File: src/rtl/rp_seek.sv
// rp_seek: per-drive head positioner for the RPxx disk emulation.
// A seek or recalibrate command steps the current cylinder toward the target
// at one cylinder per STEP_DLY clocks. After arrival the positioner settles
// for SETTLE_DLY clocks, then gives a one-cycle attention pulse. A seek to a
// cylinder past CYL_MAX sets the sticky invalid-address error instead.
module rp_seek #(
  parameter int CYL_MAX    = 814,
  parameter int STEP_DLY   = 100,
  parameter int SETTLE_DLY = 500
) (
  input  logic        clk,
  input  logic        rst,
  input  logic        clr,
  input  logic [9:0]  rpDCA,
  input  logic        go_seek,
  input  logic        go_recal,
  output logic [15:0] rpCC,
  output logic        busy,
  output logic        ata,
  output logic        iae
);

  typedef enum logic [1:0] {
    IDLE,
    STEP,
    SETTLE
  } state_t;

  localparam logic [15:0] STEP_LOAD   = 16'(STEP_DLY - 1);
  localparam logic [15:0] SETTLE_LOAD = 16'(SETTLE_DLY - 1);
  localparam logic [9:0]  CYL_LIMIT   = 10'(CYL_MAX);

  state_t      state, state_d;
  logic [9:0]  cc, cc_d;
  logic [9:0]  tgt, tgt_d;
  logic [15:0] cnt, cnt_d;
  logic        busy_d, ata_d, iae_d;

  logic [9:0]  cmd_tgt;
  logic [9:0]  cc_step;

  assign rpCC = {6'b0, cc};

  // State and registered outputs; rst forces everything back to the idle,
  // cylinder-zero condition at once, even mid-seek.
  always_ff @(posedge clk or posedge rst) begin
    if (rst) begin
      state <= IDLE;
      cc    <= '0;
      tgt   <= '0;
      cnt   <= '0;
      busy  <= 1'b0;
      ata   <= 1'b0;
      iae   <= 1'b0;
    end else begin
      // NOTE: non-blocking assignments so every register samples the values
      // computed from the previous cycle, independent of statement order.
      state <= state_d;
      cc    <= cc_d;
      tgt   <= tgt_d;
      cnt   <= cnt_d;
      busy  <= busy_d;
      ata   <= ata_d;
      iae   <= iae_d;
    end
  end

  // Next-state logic: clear, command acceptance, stepping and settling.
  always_comb begin
    // NOTE: every output of this block gets a default first so that no path
    // through the case statement leaves a value unassigned (no latches).
    state_d = state;
    cc_d    = cc;
    tgt_d   = tgt;
    cnt_d   = cnt;
    busy_d  = busy;
    ata_d   = 1'b0;
    iae_d   = iae;
    cmd_tgt = go_recal ? 10'd0 : rpDCA;
    cc_step = (tgt > cc) ? cc + 10'd1 : cc - 10'd1;

    if (clr) begin
      // Drive clear aborts the operation without moving the heads.
      state_d = IDLE;
      busy_d  = 1'b0;
      iae_d   = 1'b0;
    end else begin
      unique case (state)
        IDLE: begin
          if (go_recal || go_seek) begin
            if (!go_recal && (rpDCA > CYL_LIMIT)) begin
              // Out-of-range seek: flag it and report completion right away.
              iae_d = 1'b1;
              ata_d = 1'b1;
            end else begin
              tgt_d  = cmd_tgt;
              busy_d = 1'b1;
              if (cmd_tgt != cc) begin
                cnt_d   = STEP_LOAD;
                state_d = STEP;
              end else begin
                cnt_d   = SETTLE_LOAD;
                state_d = SETTLE;
              end
            end
          end
        end

        STEP: begin
          if (cnt != 16'd0) begin
            cnt_d = cnt - 16'd1;
          end else begin
            cc_d = cc_step;
            if (cc_step == tgt) begin
              cnt_d   = SETTLE_LOAD;
              state_d = SETTLE;
            end else begin
              cnt_d = STEP_LOAD;
            end
          end
        end

        SETTLE: begin
          if (cnt != 16'd0) begin
            cnt_d = cnt - 16'd1;
          end else begin
            busy_d  = 1'b0;
            ata_d   = 1'b1;
            state_d = IDLE;
          end
        end

        default: begin
          state_d = IDLE;
          busy_d  = 1'b0;
        end
      endcase
    end
  end

endmodule

File: config.mk
export PLATFORM = sky130hd
export DESIGN_NAME = rp_seek
export DESIGN_NICKNAME = d
export VERILOG_FILES = /design/src/rtl/rp_seek.sv
export SDC_FILE = /design/constraint.sdc
export NUM_CORES = 1
export LEC_CHECK = 0
export BUFFER_PORTS_ARGS = -buffer_cell sky130_fd_sc_hd__buf_2
export CAP_MARGIN = 20
export CORE_UTILIZATION = 60
export DETAILED_ROUTE_END_ITERATION = 16
export PLACE_DENSITY = 0.81
export SETUP_SLACK_MARGIN = 0.4
export SLEW_MARGIN = 20
export SYNTH_ARGS = -nofsm -noshare
export SYNTH_HDL_FRONTEND = slang
export SYNTH_SLANG_ARGS = --single-unit
File: constraint.sdc
create_clock -name clk -period 6.1 [get_ports clk]
set_clock_uncertainty 0.15 [all_clocks]
set_input_delay 0.61 -clock clk [delete_from_list [all_inputs] [get_ports clk]]
set_output_delay 0.61 -clock clk [all_outputs]
set_load 0.05 [all_outputs]
# Yosys cells after proc, flatten, opt, wreduce, memory -nomap -nowiden
# Index checks and enable logic that the tools add are counted.
[totals]
output_inout_bits = 19
inputBits = 15
register_bits = 41
elab_cells = 74
[classes]
eq_ne = 13
muxes = 31
order_cmp = 2
bitwise = 3
addsub = 3
n_reduce_logical = 15
[ops]
columns = ["cell", "n"]
rows = [
  ["two-way mux 16 bit", 4],
  ["one-hot mux 16 bit (3 select lines)", 1],
  ["two-way mux 10 bit", 2],
  ["two-way mux 9 bit", 2],
  ["nonzero test 16 bit", 1],
  ["subtractor 16 x 1 -> 16 bit (second input constant)", 1],
  ["inequality test 3 bit (second input constant)", 5],
  ["two-way mux 2 bit", 7],
  ["two-way mux 1 bit", 12],
  ["adder 10 x 1 -> 10 bit (second input constant)", 1],
  ["equality test 10 bit", 1],
  ["> comparator 10 bit", 1],
  ["> comparator 10 bit (second input constant)", 1],
  ["inequality test 10 bit", 1],
  ["AND reduction 5 bit", 2],
  ["subtractor 10 x 1 -> 10 bit (second input constant)", 1],
  ["inequality test 2 bit (second input constant)", 4],
  ["AND reduction 4 bit", 2],
  ["one-hot mux 2 bit (3 select lines)", 1],
  ["AND reduction 3 bit", 2],
  ["nonzero test 2 bit", 3],
  ["inverter 1 bit", 3],
  ["one-hot mux 1 bit (3 select lines)", 1],
  ["nonzero test 3 bit", 1],
  ["other kinds (7)", 7],
]

# Logic depth before layout (Yosys ltp)
# Gate-level depths: netlist of run 1.
[depth]
word_depth = 7
mapped_depth = 16
depth_no_buf = 15

# Worst setup path after synthesis of run 1
# No wires, ideal clock.
[synth_path]
path_type = "register -> register"
from = "register cc[9]"
to = "register state[0]"
t_arrival_ps = 4535
period_less_slack_ps = 4816
setup_time_ps = 131
required_time_ps = 5819
stages_incl_launch_ff = 16
n_path_buf = 0
path_slack_ps = 1284
cell_sequence = "dfrtp_1 inv_1 ha_1 a21oi_1 o21a_1 o211ai_1 o21ai_0 ha_1 a211o_1 a21o_1 a221o_1 a2111o_1 nor4b_2 a31oi_1 a21oi_1 o32ai_1"
[synth_between]
elab_chain_len = 6
word_cells_on_any_way = 13
classes_between = "add/sub: 2; order compare: 1; eq/ne: 3; mux: 6; reduce/logical: 1"
[synth_rtl]
columns = ["element", "line", "source"]
rows = [
  ["start, declared", "34", "logic [9:0] cc, cc_d;"],
  ["start signal, assigned", "49", "cc <= '0;"],
  ["start signal, assigned", "59", "cc <= cc_d;"],
  ["parallel branches: the longest is 6 deep, another holds subtractor 10 x 1 -> 10 bit", "n/a", ""],
  ["end signal, assigned", "58", "state <= state_d;"],
  ["end, declared", "33", "state_t state, state_d;"],
]
# Several ways; the timed one is not identified. The select of a mux whose other input is x is not followed.
# A chain may end at the register's enable or synchronous reset.

# Worst setup path in the final report of run 1
# Ends and elaborated chain as after synthesis.

==> results of run 1 <==
power groups by stage:
| stage | clock network, uW | registers [uW] | logic (uW) |
|---|---|---|---|
| finish | 240 | 436 | 1300 |
| global route | 252 | 446 | 1430 |
| CTS | 239 | 435 | 1270 |
| detailed placement | 0 | 438 | 1250 |
| global placement | 0 | 435 | 1220 |
| floorplan | 0 | 466 | 952 |
worst max path at each step:
stage / from / endpoint / slack (ps) / depth (start not counted)
after floorplan: cc[9] / state[0] / 1280 / 15
after global placement: cc[9] / state[0] / 1630 / 15
after detailed placement: cc[9] / state[0] / 1370 / 15
after CTS: cc[9] / state[0] / 1360 / 15
after global routing: cc[9] / state[0] / 1010 / 15
final: cc[9] / state[0] / 1270 / 15
cell type report:
| cell class | instances | area, um^2 |
|---|---|---|
| timing repair buffer | 29 | 150 |
| inverter | 32 | 120 |
| sequential | 41 | 1030 |
| multi-input combinational | 290 | 2000 |
| tap | 70 | 87.6 |
| fill | 434 | 1630 |
| clock buffer | 6 | 82.6 |
| clock inverter | 2 | 37.5 |
synthesized netlist by cell type, types with 2 or more instances:
cell,instances,area (um^2)
sky130_fd_sc_hd__o21ai_0,30,150
sky130_fd_sc_hd__buf_2,3,15.0
sky130_fd_sc_hd__mux2_2,2,22.5
sky130_fd_sc_hd__a31oi_1,6,37.5
sky130_fd_sc_hd__and4_1,2,17.5
sky130_fd_sc_hd__o31ai_1,2,15.0
sky130_fd_sc_hd__dfrtp_1,41,1030
sky130_fd_sc_hd__nor2_1,39,146
sky130_fd_sc_hd__or2_2,2,12.5
sky130_fd_sc_hd__o21bai_1,2,15.0
sky130_fd_sc_hd__a221o_1,2,20.0
sky130_fd_sc_hd__nor3_1,9,45.0
sky130_fd_sc_hd__nand4_1,6,37.5
sky130_fd_sc_hd__nor2b_1,5,31.3
sky130_fd_sc_hd__a21oi_1,27,135
sky130_fd_sc_hd__clkbuf_1,9,33.8
sky130_fd_sc_hd__ha_1,24,300
sky130_fd_sc_hd__nand2_1,23,86.3
sky130_fd_sc_hd__o21a_1,5,37.5
sky130_fd_sc_hd__xnor3_1,2,45.0
sky130_fd_sc_hd__nor4_2,2,25.0
sky130_fd_sc_hd__nor4bb_1,4,40.0
sky130_fd_sc_hd__and2_1,2,12.5
sky130_fd_sc_hd__a2111o_1,2,22.5
sky130_fd_sc_hd__or3_1,3,18.8
sky130_fd_sc_hd__xnor2_1,24,210
sky130_fd_sc_hd__nand3_1,4,20.0
sky130_fd_sc_hd__nor4_1,2,12.5
sky130_fd_sc_hd__buf_4,6,45.0
sky130_fd_sc_hd__o21ai_1,4,20.0
sky130_fd_sc_hd__a21o_1,5,37.5
sky130_fd_sc_hd__xor2_1,6,52.6
sky130_fd_sc_hd__o211ai_1,2,15.0
sky130_fd_sc_hd__o32ai_1,5,43.8
sky130_fd_sc_hd__inv_1,32,120
sky130_fd_sc_hd__or3_4,2,22.5
sky130_fd_sc_hd__nand3b_1,10,75.1
routing by layer:
metal	routed length, um	vias to the layer above	part of all wire, %
met5	0	-	0
met1	3630	1344	47
met3	519	12	6.8
met4	97	0	1.3
met2	3430	100	45
li1	-	1372	-
sequential cells by signal, summed over array words and instances, names as in the netlist:
signal,flops
cnt,16
tgt,10
state,2
iae,1
busy,1
ata,1
cc,10
worst reg2reg max path, stage by stage (launching register included):
cell	delay, ps
sky130_fd_sc_hd__dfrtp_1	450
sky130_fd_sc_hd__inv_1	100
sky130_fd_sc_hd__ha_1	360
sky130_fd_sc_hd__a21oi_1	170
sky130_fd_sc_hd__o21a_1	160
sky130_fd_sc_hd__o211ai_1	80
sky130_fd_sc_hd__o21ai_0	710
sky130_fd_sc_hd__ha_1	430
sky130_fd_sc_hd__a211oi_1	330
sky130_fd_sc_hd__o21ai_0	200
sky130_fd_sc_hd__a221o_1	340
sky130_fd_sc_hd__a2111o_1	390
sky130_fd_sc_hd__nor4b_2	340
sky130_fd_sc_hd__a31oi_1	160
sky130_fd_sc_hd__a21oi_1	220
sky130_fd_sc_hd__o32ai_1	120
through the flow:
| step | util, % | total power [uW] | cells |
|---|---|---|---|
| after floorplan | - | 1420 | 382 |
| after global placement | 65.8 | 1660 | 462 |
| after detailed placement | 65.8 | 1690 | 462 |
| after CTS | 68.1 | 1940 | 470 |
| after global routing | 68.3 | 2130 | 470 |
| final | 68.3 | 1970 | 470 |
kinds of logic after synthesis:
kind of cell,count (synthesis),synth area share (%)
flops,41,31.8
xor+xnor,32,9.54
mux,3,1.01
compound gates,103,20.2
other cells,1,0.116
buf+inv,51,6.98
simple gates,121,20.4
fa+ha+maj,25,9.93
==> results.py, run 1 <==
metrics = {
    "sta": {
        "final_worst_slack_ps": 1270,
        "maxClockFrequency_mhz": 207,
        "setup-tns-final_ps": 0,
        "tightestPinTransition_ps": 896,
        "slew_viol_final": 0,
        "setup_viol": 0,
        "final_min_period_over_clock_period_pct": 79.3,
        "timing.slew.headroom_pct": 39.6,
        "finalHoldViolCount": 0,
        "grt_setup_unrepaired": "false",
        "hold-worst-slack_ps": 265,
        "post-route-min-period_ps": 4830,
    },
    "setup_path": {
        "critPathRequiredTime_ps": 6130,
        "reg2reg_from": "cc[9]",
        "critPathKind": "flop to flop",
        "critPathLaunchType": "flop",
        "path_cells": "inv_1 -> ha_1 -> a21oi_1 -> o21a_1 -> o211ai_1 -> o21ai_0 -> ha_1 -> a211oi_1 -> o21ai_0 -> a221o_1 -> a2111o_1 -> nor4b_2 -> a31oi_1 -> a21oi_1 -> o32ai_1",
        "reg2reg_to": "state[0]",
        "cell_type_group_with_the_largest_total_delay_on_the_critical_path": "compound AO/OA/AOI/OAI gates",
        "worst_setup_end_kind": "flop",
        "buffering_stage_count_on_the_worst_path_with_inverters_included": 1,
        "critPathMaxStageDelay_ps": 710,
        "critical-path-slowest-cell": "sky130_fd_sc_hd__o21ai_0",
        "crit_path_max_fanout": 7,
        "r2r_cells": 15,
        "reg2reg_slack_ps": 1270,
        "worst_ep_arrival_time_ps": 4870,
    },
    "yosys": {
        "ys_seq_area_share_pct": 31.8,
        "synthArstFlopShare_pct": 100,
        "post_synth_inst_count": 377,
        "synthesis.yosys.warnings": 0,
        "netlist-cell-type-count": 58,
        "synth_enable_flop_cells": 0,
        "synthesis.area_um2": 3230,
        "post_synth.cell_area_avg_um2": 8.56,
        "ys_ff_latch": 41,
        "synth_flop_cell": "sky130_fd_sc_hd__dfrtp_1",
    },
    "placement": {
        "post_dp_cell_area_um2": 3380,
        "placement.io_buffers": 27,
        "place.detailed.hpwl_mm": 5.61,
        "gpl.final_weighted_congestion": 0.954,
        "pre_cts_slack_ps": 1370,
    },
    "power_and_ir_drop": {
        "power.net_switching_uw": 964,
        "pwr-share-seq_pct": 22.1,
        "power_leakage_uw": 0.00160,
        "worst_ir_drop_vdd_mv": 0.415,
        "switching_share_pct": 48.8,
        "power-per-cell-area_nw_per_um2": 563,
        "combinational_share_of_power_pct": 65.8,
        "clockPowerShare_pct": 12.2,
        "internal_power_uw": 1010,
    },
    "route": {
        "route.final.wire_length_mm": 7.68,
        "via_count": 2828,
        "route.antenna.remaining_nets": 0,
        "drc": 0,
        "drt-pass1-iter-count": 4,
        "initialDrtViolationCount": 196,
        "detail_routed_net_length_per_standard_cell_um": 16.3,
        "post_drt_via_cell_ratio": 6.02,
    },
    "global_routing": {
        "grt_pass1_vias": 2568,
        "globalRouteMet2Util_pct": 46.0,
        "antenna_found_initial": 0,
        "grtUsageMet1_pct": 42.8,
        "global_route.peak_usage_layer": "met2",
        "grt_start_max_net_pins": 42,
        "grt_use_met3_pct": 5.56,
        "globalRouteOverflowTotal": 0,
        "grt_use_total_pct": 29.7,
        "grt_first_pass_wirelength_mm": 12.5,
    },
    "clocking": {
        "postCtsResizedCells": 0,
        "number_of_h_tree_branching_levels": 2,
        "clk_latency_ps": 310,
        "cts.reportedPaths.clkPinSlew_ps": 90,
        "clk_root_buffer_cell": "sky130_fd_sc_hd__clkbuf_8",
        "cts-buffers-inserted": 5,
        "clock_tree_from_tritoncts": "done",
        "cts.sink_count": 41,
        "clock_tree.buffer_depth": 2,
        "cts_hold_repair.buffers": 0,
        "post_cts_repair_timing_setup_buffer_count": 0,
    },
    "floorplan": {
        "core_region_area_um2": 5140,
        "dieWidth_um": 75.3,
        "floorplan.rows": 26,
        "die-area_um2": 5670,
        "boundaryPins": 34,
        "start_util_pct": 62.8,
        "vert_die_dim_um": 75.3,
    },
    "finish": {
        "synthToLayoutAreaGrowth_pct": 8.77,
        "n_antenna_cell": 0,
        "design_area_um2": 3510,
        "layout_commonest_cell": "sky130_fd_sc_hd__dfrtp_1",
        "most-common-layout-cells": "sky130_fd_sc_hd__dfrtp_1 (41), sky130_fd_sc_hd__nor2_1 (39), sky130_fd_sc_hd__inv_1 (32)",
        "finish.net_count": 439,
        "drive_above_1_share_pct": 12.3,
    },
    "min_path": {
        "type_of_the_tightest_min_delay_check": "input pin to async pin",
    },
    "run": {
        "max-cap-violations": 0,
    },
    "status": {
        "run_status": "finished clean",
    },
}
Power figures use the tool's default switching activity.
==> inputs of run 2 (changes only) <==
==> constraint.sdc (replaced) <==
create_clock -name clk -period 4.9 [get_ports clk]
set_clock_uncertainty 0.15 [all_clocks]
set_input_delay 0.49 -clock clk [delete_from_list [all_inputs] [get_ports clk]]
set_output_delay 0.49 -clock clk [all_outputs]
set_load 0.05 [all_outputs]
==> run 2 against run 1 <==
Compared with the run above:
- highest routed layer unchanged
- sequential power rose by 25%
- hold slack got worse by 120 ps
- register-to-register slack got worse by 700 ps
- critical endpoint unchanged
==> results.py, run 2 (synthesis results as in run 1) <==
metrics = {
    "sta": {
        "tightestPinTransition_ps": 690,
        "slew_viol_final": 0,
        "setup_viol": 0,
        "hold-worst-slack_ps": 150,
        "maxClockFrequency_mhz": 231,
        "final_min_period_over_clock_period_pct": 88.5,
        "finalHoldViolCount": 0,
        "post-route-min-period_ps": 4330,
        "grt_setup_unrepaired": "false",
        "setup-tns-final_ps": 0,
        "timing.slew.headroom_pct": 53.6,
    },
    "placement": {
        "place.detailed.hpwl_mm": 5.43,
        "gpl.final_weighted_congestion": 0.896,
        "placement.io_buffers": 27,
    },
    "floorplan": {
        "die-area_um2": 5670,
        "core_region_area_um2": 5140,
        "start_util_pct": 62.8,
        "boundaryPins": 34,
        "floorplan.rows": 26,
        "dieWidth_um": 75.3,
        "vert_die_dim_um": 75.3,
    },
    "route": {
        "drt-pass1-iter-count": 5,
        "route.final.wire_length_mm": 7.63,
        "route.antenna.remaining_nets": 0,
        "via_count": 2889,
        "detail_routed_net_length_per_standard_cell_um": 16.2,
        "post_drt_via_cell_ratio": 6.13,
        "drc": 0,
        "initialDrtViolationCount": 315,
    },
    "setup_path": {
        "worst_ep_arrival_time_ps": 4360,
        "r2r_cells": 15,
        "path_cells": "inv_1 -> ha_1 -> a21oi_1 -> o21a_1 -> o211ai_1 -> o21ai_2 -> ha_1 -> a211o_1 -> a21o_1 -> a221o_1 -> a2111o_1 -> nor4b_2 -> a31oi_1 -> a21oi_1 -> o32ai_1",
        "critPathMaxStageDelay_ps": 450,
        "critPathKind": "flop to flop",
        "worst_setup_end_kind": "flop",
        "setup.worst_path.start": "cc[9]",
        "critical-path-slowest-cell": "sky130_fd_sc_hd__dfrtp_1",
        "endpoint_of_the_worst_setup_timing_path": "state[0]",
        "reg2reg_slack_ps": 570,
        "critPathRequiredTime_ps": 4930,
        "reg2reg_to": "state[0]",
        "critPathLaunchType": "flop",
        "reg2reg_from": "cc[9]",
        "crit_path_max_fanout": 6,
    },
    "power_and_ir_drop": {
        "worst_ir_drop_vdd_mv": 0.396,
        "pwr-share-seq_pct": 21.6,
        "power_leakage_uw": 0.00162,
        "internal_power_uw": 1320,
        "power.net_switching_uw": 1190,
        "switching_share_pct": 47.4,
        "clockPowerShare_pct": 13.3,
        "power-per-cell-area_nw_per_um2": 706,
        "combinational_share_of_power_pct": 65.1,
    },
    "clocking": {
        "number_of_h_tree_branching_levels": 2,
        "clock_tree_from_tritoncts": "done",
        "clk_latency_ps": 300,
        "clock_tree.buffer_depth": 2,
        "clk_root_buffer_cell": "sky130_fd_sc_hd__clkbuf_8",
        "post_cts_repair_timing_setup_buffer_count": 0,
        "cts.sink_count": 41,
        "cts.reportedPaths.clkPinSlew_ps": 80,
        "cts-buffers-inserted": 5,
    },
    "global_routing": {
        "grt_first_pass_wirelength_mm": 12.0,
        "antenna_found_initial": 0,
        "globalRouteOverflowTotal": 0,
        "grt_use_total_pct": 28.4,
        "grt_pass1_vias": 2456,
        "grt_start_max_net_pins": 42,
    },
    "run": {
        "max-cap-violations": 0,
    },
    "finish": {
        "final-seq-area_um2": 1030,
        "layout_commonest_cell": "sky130_fd_sc_hd__dfrtp_1",
        "drive_above_1_share_pct": 14.5,
        "multi_input_area_um2": 2030,
        "n_antenna_cell": 0,
        "registers.top_by_ff_count": "cnt",
        "largestRegisters": "cnt x16, cc x10, tgt x10",
        "largest_register_ff_count": 16,
        "finish.net_count": 440,
        "most-common-layout-cells": "sky130_fd_sc_hd__dfrtp_1 (40), sky130_fd_sc_hd__nor2_1 (39), sky130_fd_sc_hd__inv_1 (32)",
        "final_util_pct": 69.4,
        "synthToLayoutAreaGrowth_pct": 10.5,
        "fillers": 433,
    },
    "status": {
        "run_status": "finished clean",
    },
    "min_path": {
        "type_of_the_tightest_min_delay_check": "input pin to async pin",
    },
}
[run 2: cell type report]
| class | count | area share, % |
|---|---|---|
| clock buffer | 5 | 1.93 |
| sequential | 41 | 28.8 |
| multi-input combinational | 290 | 57.1 |
| inverter | 32 | 3.37 |
| clock inverter | 3 | 1.93 |
| timing repair buffer | 30 | 4.42 |
| tap | 70 | 2.46 |
[run 2: per-stage QoR]
step	cells	total power, uW	area [um^2]	worst slack (ps)
after floorplan	382	1770	3250	578
after global placement	463	2060	3390	807
after detailed placement	463	2090	3390	662
after CTS	471	2450	3530	564
after global routing	471	2710	3560	401
final	471	2520	3560	565
[run 2: layer usage]
metal | track usage [%] | vias to the layer above | part of all wire [%]
met3 | 4.89 | 12 | 6.2
met4 | 9.05 | 0 | 1.5
met1 | 42.4 | 1379 | 48
met5 | 0 | - | 0
li1 | - | 1384 | -
met2 | 42.1 | 114 | 44
[run 2: power by group through the flow]
stage          Clock, uW  Combinational, uW  Sequential, uW
3_3_place_gp           0               1520             540
5_1_grt              354               1800             552
6_report             334               1640             543
3_5_place_dp           0               1550             542
4_1_cts              341               1570             537
2_1_floorplan          0               1190             580
[run 2: repair_timing]
action                                  CTS  global route
hold endpoints to repair                  0             0
hold buffers                              0             0
endpoints found under the setup margin    0             2
resized for setup                         0             7
[run 2: how the worst min path moves through the flow]
stage | start | endpoint | slack [ps] | depth (start not counted)
finish | rst | cnt[10] | 150 | 3
global route | rst | cnt[10] | 220 | 3
global placement | busy | busy | 320 | 1
detailed placement | busy | busy | 320 | 1
floorplan | cnt[5] | cnt[5] | 310 | 2
CTS | rst | cnt[10] | 160 | 3
[run 2: critical path: cells and delay by family, from the launching register on]
| kind | cells | cell delay (ps) |
|---|---|---|
| compound gates | 11 | 2490 |
| fa+ha+maj | 2 | 630 |
| simple gates | 1 | 390 |
| flops | 1 | 450 |
| buf+inv | 1 | 110 |
==> inputs of run 3 (changes only) <==
--- a/config.mk
+++ b/config.mk
@@ -7,9 +7,12 @@
 export LEC_CHECK = 0
 export BUFFER_PORTS_ARGS = -buffer_cell sky130_fd_sc_hd__buf_2
 export CAP_MARGIN = 20
-export CORE_UTILIZATION = 60
+export CELL_PAD_IN_SITES_DETAIL_PLACEMENT = 0
+export CELL_PAD_IN_SITES_GLOBAL_PLACEMENT = 1
+export CORE_MARGIN = 2
+export CORE_UTILIZATION = 45
 export DETAILED_ROUTE_END_ITERATION = 16
-export PLACE_DENSITY = 0.81
+export PLACE_DENSITY_LB_ADDON = 0.1
 export SETUP_SLACK_MARGIN = 0.4
 export SLEW_MARGIN = 20
 export SYNTH_ARGS = -nofsm -noshare
==> run 3 against run 2 <==
Compared with the run above:
- sequential share of layout area fell by 0.50 points
- cell area grew 1.8%
- clock power shrank 1%
- cell count increased by 6.6%
- core utilization fell by 17 points
- maximum frequency rose by 2.5%
- wire length grew 3.1%
- first-iteration DRC count is 50% lower
- critical path depth unchanged
- largest power group unchanged
==> results.py, run 3 (synthesis results as in run 1) <==
metrics = {
    "setup_path": {
        "buffering_stage_count_on_the_worst_path_with_inverters_included": 1,
        "critPathMaxStageDelay_ps": 470,
        "r2r_cells": 15,
        "worst_ep_arrival_time_ps": 4250,
        "cell_type_group_with_the_largest_total_delay_on_the_critical_path": "compound AO/OA/AOI/OAI gates",
        "critPathKind": "flop to flop",
        "reg2reg_slack_ps": 670,
        "reg2reg_to": "state[0]",
        "path_cells": "inv_1 -> ha_1 -> a21oi_1 -> o21a_1 -> o211ai_1 -> o21ai_4 -> ha_1 -> a211o_1 -> a21o_1 -> a221o_1 -> a2111o_1 -> nor4b_2 -> a31oi_1 -> a21oi_1 -> o32ai_1",
        "critPathLaunchType": "flop",
        "crit_path_max_fanout": 7,
        "reg2reg_from": "cc[7]",
        "critPathRequiredTime_ps": 4920,
        "worst_setup_end_kind": "flop",
        "critical-path-slowest-cell": "sky130_fd_sc_hd__dfrtp_1",
    },
    "sta": {
        "hold-worst-slack_ps": 147,
        "maxClockFrequency_mhz": 236,
        "grt_setup_unrepaired": "false",
        "setup_viol": 0,
        "finalHoldViolCount": 0,
        "slew_viol_final": 0,
        "post-route-min-period_ps": 4230,
        "timing.slew.headroom_pct": 51.4,
        "setup-tns-final_ps": 0,
        "final_min_period_over_clock_period_pct": 86.3,
        "tightestPinTransition_ps": 726,
    },
    "floorplan": {
        "dieWidth_um": 88.7,
        "boundaryPins": 34,
        "die-area_um2": 7860,
        "core_region_area_um2": 6870,
        "start_util_pct": 47.0,
        "floorplan.rows": 30,
        "vert_die_dim_um": 88.7,
    },
    "clocking": {
        "number_of_h_tree_branching_levels": 2,
        "cts_hold_repair.buffers": 0,
        "clk_latency_ps": 310,
        "clock_tree_from_tritoncts": "done",
        "clock_tree.buffer_depth": 2,
        "cts.reportedPaths.clkPinSlew_ps": 100,
        "cts-buffers-inserted": 5,
        "cts.sink_count": 41,
        "clk_root_buffer_cell": "sky130_fd_sc_hd__clkbuf_8",
    },
    "min_path": {
        "type_of_the_tightest_min_delay_check": "input pin to async pin",
    },
    "placement": {
        "gpl.final_weighted_congestion": 0.876,
        "place.detailed.hpwl_mm": 5.77,
        "placement.io_buffers": 27,
        "post_dp_cell_area_um2": 3430,
    },
    "power_and_ir_drop": {
        "worst_ir_drop_vdd_mv": 0.514,
        "power_leakage_uw": 0.00164,
        "combinational_share_of_power_pct": 65.2,
        "internal_power_uw": 1350,
        "switching_share_pct": 46.3,
        "power-per-cell-area_nw_per_um2": 694,
        "power.net_switching_uw": 1170,
        "clockPowerShare_pct": 13.1,
        "pwr-share-seq_pct": 21.7,
    },
    "status": {
        "run_status": "finished clean",
    },
    "global_routing": {
        "grt_use_total_pct": 21.3,
        "grt_first_pass_wirelength_mm": 12.7,
        "antenna_found_initial": 0,
        "grt_start_max_net_pins": 42,
        "globalRouteOverflowTotal": 0,
        "grt_pass1_vias": 2481,
    },
    "finish": {
        "largestRegisters": "cnt x16, cc x10, tgt x10",
        "registers.top_by_ff_count": "cnt",
        "largest_register_ff_count": 16,
        "finish.net_count": 445,
        "synthToLayoutAreaGrowth_pct": 12.5,
        "n_antenna_cell": 0,
        "layout_commonest_cell": "sky130_fd_sc_hd__dfrtp_1",
        "most-common-layout-cells": "sky130_fd_sc_hd__dfrtp_1 (40), sky130_fd_sc_hd__nor2_1 (39), sky130_fd_sc_hd__inv_1 (31)",
        "drive_above_1_share_pct": 15.3,
        "design_area_um2": 3630,
    },
    "route": {
        "route.final.wire_length_mm": 7.86,
        "drt-pass1-iter-count": 4,
        "detail_routed_net_length_per_standard_cell_um": 15.7,
        "post_drt_via_cell_ratio": 5.54,
        "route.antenna.remaining_nets": 0,
        "drc": 0,
        "via_count": 2782,
        "initialDrtViolationCount": 158,
    },
    "run": {
        "max-cap-violations": 0,
    },
}
[run 3: what timing repair did]
item	CTS	global route
endpoints found under the setup margin	0	5
setup buffers	0	4
resized for setup	0	8
[run 3: metrics by stage]
step                      utilization (%)  setup slack (ps)  total power (uW)  instances
final                                52.8               669              2520        502
after global routing                 52.8               406              2760        502
after CTS                            51.9               463              2430        498
after detailed placement             50.0               476              2090        490
after global placement               50.0               600              2100        490
after floorplan                         -               578              1770        382
[run 3: final cells by class]
class / count / area [um^2]
multi-input combinational: 290 / 2030
timing repair buffer: 35 / 195
fill: 647 / 3240
sequential: 41 / 1030
clock inverter: 3 / 65.1
inverter: 32 / 120
tap: 96 / 120
clock buffer: 5 / 68.8
[run 3: worst max path at each step]
stage               start  endpoint  slack, ps  depth (start not counted)
global route        cc[7]  state[0]        410                         15
global placement    cc[1]  state[0]        600                         14
detailed placement  cc[9]  state[0]        480                         15
floorplan           cc[9]  state[0]        580                         15
CTS                 cc[9]  state[0]        460                         15
finish              cc[7]  state[0]        670                         15
[run 3: per-layer routing]
metal	track usage (%)	routed length, um	part of all wire (%)
met2	29.9	3310	42
met3	3.54	385	4.9
met5	0	0	0
met1	33.8	4120	52
met4	4.68	44	0.56
[run 3: tightest hold or removal path: cells and delay by family]
family | cells | cell delay (ps)
buffers and inverters | 3 | 570
[run 3: power groups by stage]
stage               combinational, uW  clock (uW)  sequential, uW
floorplan                        1190           0             580
global route                     1840         355             561
finish                           1640         330             546
CTS                              1550         338             543
detailed placement               1540           0             549
global placement                 1550           0             547
